<file path="src/rtl/staggered_add_collector.sv">
// Collects {CO,S} from a fixed-latency adder LAT cycles after each accepted issue and buffers
// the results in a credit-protected FIFO with a valid/ready output port.
module staggered_add_collector #(
    parameter int unsigned N     = 16,
    parameter int unsigned LAT   = 2,
    parameter int unsigned DEPTH = 4,
    parameter int unsigned SEQW  = 8
) (
    input  logic                         Clock,
    input  logic                         ResetN,
    input  logic                         InValid,
    output logic                         InReady,
    input  logic [N-1:0]                 S,
    input  logic                         CO,
    output logic                         OutValid,
    input  logic                         OutReady,
    output logic [N:0]                   OutSum,
    output logic [SEQW-1:0]              OutSeq,
    output logic [$clog2(DEPTH+1)-1:0]   Count,
    output logic                         DropErr
);

    localparam int unsigned CntW = $clog2(DEPTH + 1);
    localparam int unsigned PtrW = $clog2(DEPTH);
    localparam logic [CntW-1:0] DepthC = CntW'(DEPTH);

    // Issue-tracking delay line: valid bit and sequence tag per adder stage
    logic [LAT-1:0]  vld_q, vld_d;
    logic [SEQW-1:0] tag_q [LAT];
    logic [SEQW-1:0] tag_d [LAT];
    logic [SEQW-1:0] seq_q, seq_d;

    // Result FIFO
    logic [N:0]      sum_mem_q [DEPTH];
    logic [SEQW-1:0] seq_mem_q [DEPTH];
    logic [PtrW-1:0] wr_ptr_q, wr_ptr_d;
    logic [PtrW-1:0] rd_ptr_q, rd_ptr_d;
    logic [CntW-1:0] occ_q, occ_d;

    // In-flight plus buffered results; the credit pool
    logic [CntW-1:0] cnt_q, cnt_d;
    logic            drop_q, drop_d;

    logic issue;
    logic cap;
    logic pop;

    always_comb begin
        InReady  = cnt_q < DepthC;
        OutValid = occ_q != '0;
        issue    = InValid & InReady;
        cap      = vld_q[LAT-1];
        pop      = OutValid & OutReady;

        vld_d    = '0;
        vld_d[0] = issue;
        tag_d[0] = seq_q;
        for (int i = 1; i < LAT; i++) begin
            vld_d[i] = vld_q[i-1];
            tag_d[i] = tag_q[i-1];
        end

        seq_d    = issue ? seq_q + SEQW'(1) : seq_q;
        wr_ptr_d = wr_ptr_q + PtrW'(cap);
        rd_ptr_d = rd_ptr_q + PtrW'(pop);
        occ_d    = occ_q + CntW'(cap) - CntW'(pop);
        cnt_d    = cnt_q + CntW'(issue) - CntW'(pop);
        drop_d   = drop_q | (InValid & ~InReady);
    end

    always_ff @(posedge Clock) begin
        if (!ResetN) begin
            vld_q    <= '0;
            seq_q    <= '0;
            wr_ptr_q <= '0;
            rd_ptr_q <= '0;
            occ_q    <= '0;
            cnt_q    <= '0;
            drop_q   <= 1'b0;
            for (int i = 0; i < LAT; i++) begin
                tag_q[i] <= '0;
            end
        end else begin
            vld_q    <= vld_d;
            seq_q    <= seq_d;
            wr_ptr_q <= wr_ptr_d;
            rd_ptr_q <= rd_ptr_d;
            occ_q    <= occ_d;
            cnt_q    <= cnt_d;
            drop_q   <= drop_d;
            for (int i = 0; i < LAT; i++) begin
                tag_q[i] <= tag_d[i];
            end
        end
    end

    // Storage is cleared on reset so the head reads as zero rather than X while empty
    always_ff @(posedge Clock) begin
        if (!ResetN) begin
            for (int i = 0; i < DEPTH; i++) begin
                sum_mem_q[i] <= '0;
                seq_mem_q[i] <= '0;
            end
        end else if (cap) begin
            sum_mem_q[wr_ptr_q] <= {CO, S};
            seq_mem_q[wr_ptr_q] <= tag_q[LAT-1];
        end
    end

    assign OutSum  = sum_mem_q[rd_ptr_q];
    assign OutSeq  = seq_mem_q[rd_ptr_q];
    assign Count   = cnt_q;
    assign DropErr = drop_q;

    // Credits are reserved at issue, so a capture must always find a free slot
    a_cap_not_full : assert property (@(posedge Clock) disable iff (!ResetN)
        cap |-> (occ_q != DepthC))
        else $error("capture attempted into a full result buffer");

    a_cnt_bound : assert property (@(posedge Clock) disable iff (!ResetN)
        (cnt_q <= DepthC) && (occ_q <= cnt_q))
        else $error("credit count out of range");

endmodule

</file>
<file path="config.mk">
export PLATFORM = sky130hd
export DESIGN_NAME = staggered_add_collector
export DESIGN_NICKNAME = d
export VERILOG_FILES = /design/src/rtl/staggered_add_collector.sv
export SDC_FILE = /design/constraint.sdc
export NUM_CORES = 1
export LEC_CHECK = 0
export ABC_AREA = 1
export BUFFER_PORTS_ARGS = -buffer_cell sky130_fd_sc_hd__buf_2
export CORE_MARGIN = 2
export CORE_UTILIZATION = 28
export CTS_BUF_LIST = sky130_fd_sc_hd__clkbuf_8
export DETAILED_ROUTE_END_ITERATION = 6
export PLACE_DENSITY = 0.51
export SLEW_MARGIN = 30
export SYNTH_ARGS = -nofsm -noshare
export SYNTH_HDL_FRONTEND = slang
export SYNTH_SLANG_ARGS = --single-unit
</file>
<file path="constraint.sdc">
create_clock -name Clock -period 2.15 [get_ports Clock]
set_input_delay 0.1075 -clock Clock [delete_from_list [all_inputs] [get_ports Clock]]
set_output_delay 0.1075 -clock Clock [all_outputs]
set_load 0.03 [all_outputs]
</file>
==> run metrics <==
Setup Buffers After CTS=0; Final Critical Period=1.97 ns; Final Skew=between 0.008 and 0.009 ns; Tightest Hold Check Type=in -> reg; DP Area=6210 µm²; Top delay family on crit path=flip-flops; Site Rows=51; Clock Root Buffer=clkbuf_8; hold_sp=S[14]; IO Count=52; CTS max path bufs=2; ant diodes=0; Max Cap Viol=0; Rel. slew slack=68.1%; f_max=~0.51 GHz; largest net degree at the start of global routing=26; CP required=2.04 ns; Slew Limit Fails=0; Reg2Reg Launch Point=occ_q[1]; crit path max fanout=11; vias per std cell=between 4 and 5; DRT iter0 DRCs=152; slowest CP cell=dfxtp_1; Setup CP Type=reg -> out; commonest non-fill, non-tap cells in the layout=nor2_1 (176), edfxtp_1 (100), inv_1 (58); cts bufs inserted=17; area delta synth->final=19.8%; CP peak stage delay=0.62 ns; CP endpoint kind=primary output; Ys Warns=0; unrepaired setup endpoints after global routing=false; fin area=6740 µm²; GRT overflow=0; via count=between 3000 and 4000; final setup vio count=0; Mapped Area=5630 µm²; Critical Path AT=1.87 ns; worst slew pin tran=0.477 ns; core footprint=19600 µm²; post-synthesis register bit count=137; synthesized area per cell=approximately 10 µm²; CTS tree=built; sequential area share after synthesis=66.5%; final hold vios=0; DR pass1 iterations=4; GRT Util Overall=about an eighth; initial antenna violation count=0; critical path launch point=rd_ptr_q[1]; period utilization=91.8%; DP HPWL=7.73 mm; CP bufs+invs=2; Nets=between 600 and 700; first-pass GRT wire length=~20 mm; Clock Latency Late Sink=around 0.44 ns; die area=21200 µm²; CP cell instances=buf_4 > o21ai_0 > o22ai_1 > buf_2; Die Y=roughly 150 µm; clock slew at reported path FFs=0.07 ns; drt wl/cell=14.0 µm; input/output buffers=51; vias in the first global route=a little under 4000; Die X=146 µm; Clock Sink Count=~140; outcome=finished clean; most common cell after layout, fill and taps aside=nor2_1; P_leak=2.88 nW; Post-Synthesis Cells=550; Fin Setup TNS=0 ns; Unique masters post-synth=24; Residual DRC=0; layout cells sized above 1=16.8%; Power Dens Cells=1080 nW/µm²; H-tree lvl count=4; synthesized net count=roughly 580; worst vdd ir=0.660 mV; Starting Density=28.7%; GP Congestion=0.749; final WL=between 10 and 15 mm; Worst setup SP type=flip-flop; Routed Antenna Nets=0
[worst register-to-register path, cell delays in order, from the launching register on]
cell and delay (ns):
dfxtp_1 0.41, nor2_1 0.06, nand2_1 0.13, nand2_2 0.13
xnor2_1 0.17, ha_1 0.17, inv_1 0.05, fa_1 0.40
xor2_2 0.16, nand2_1 0.07, nand2_1 0.06, nor2_1 0.04
[per-stage QoR]
stage               total power, W  utilization [%]  hold WS (ns)  worst slack (ns)  std cells
floorplan                  0.00453                -         0.252            0.0410        550
global placement           0.00511             31.7         0.393             0.275        859
detailed placement         0.00516             31.7         0.391             0.122        859
CTS                        0.00738             34.3      0.000331            0.0624        900
global route               0.00771             34.4       0.00304            0.0100        901
finish                     0.00730             34.4        0.0170             0.177        901
[sequential cells by signal, indices dropped and copies added (netlist names)]
register	flops
occ_q	3
rd_ptr_q	2
DropErr	1
Count	3
sum_mem_q	68
seq_q	8
wr_ptr_q	2
tag_q	16
vld_q	2
seq_mem_q	32
[power by group]
group	total, W	internal (W)	switching [W]
clock	0.00221	0.00125	0.000962
sequential	0.00312	0.00301	0.000115
combinational	0.00197	0.000595	0.00138
[area by class of cell]
| class | instances | area [µm²] |
|---|---|---|
| flip-flops and latches | 137 | 3740 |
| multi-input cells | 329 | 1530 |
| fillers | 2002 | 12900 |
| clock buffers | 17 | 234 |
| well taps | 265 | 332 |
| repair buffers | 81 | 505 |
| inverters | 57 | 214 |
| clock inverters | 15 | 184 |
[what timing repair did]
action	4_1_cts	5_1_grt
gates resized for setup	0	2
hold buffers	9	1
endpoints found under the setup margin	0	2
hold endpoints to repair	18	1
[routing by layer]
layer / part of all wire (%) / up-vias / GRT usage (%)
met5: 0 / - / 0
met3: 4.2 / 10 / 3.42
met1: 46 / 1891 / 15.9
li1: - / 1953 / -
met4: 0.78 / 0 / 3.77
met2: 49 / 76 / 20.2
[cells in the mapped netlist (all sizes together)]
library cell / instances / share of area, %
inv: 57 / 3.8
o21ai: 50 / 4.4
fa: 2 / 0.71
buf: 16 / 2.0
a21oi: 5 / 0.44
xnor2: 2 / 0.31
dfxtp: 37 / 13
nor2: 177 / 12
nand2: 50 / 3.7
xor2: 4 / 0.62
nand3: 7 / 0.62
o22ai: 26 / 2.9
nand4: 2 / 0.33
edfxtp: 100 / 53
ha: 4 / 0.89
clkbuf: 11 / 0.76
[cell families after synthesis]
family | count (synthesis) | synth area share, %
flops | 137 | 66.5
buf+inv | 84 | 6.52
fa+ha+maj | 6 | 1.60
compound gates | 81 | 7.78
xor+xnor | 6 | 0.934
simple gates | 236 | 16.6
[final timing paths]
path / endpoint / slack (ns) / cells past startpoint
setup / recovery: OutSeq[6] / 0.18 / 4
hold / removal: sum_mem_q[1][14] / 0.02 / 3
setup reg to reg: occ_q[2] / 0.20 / 11
hold reg to reg: tag_q[0][11] / 0.41 / 2
Note: power is estimated with default switching activity, not from simulation.
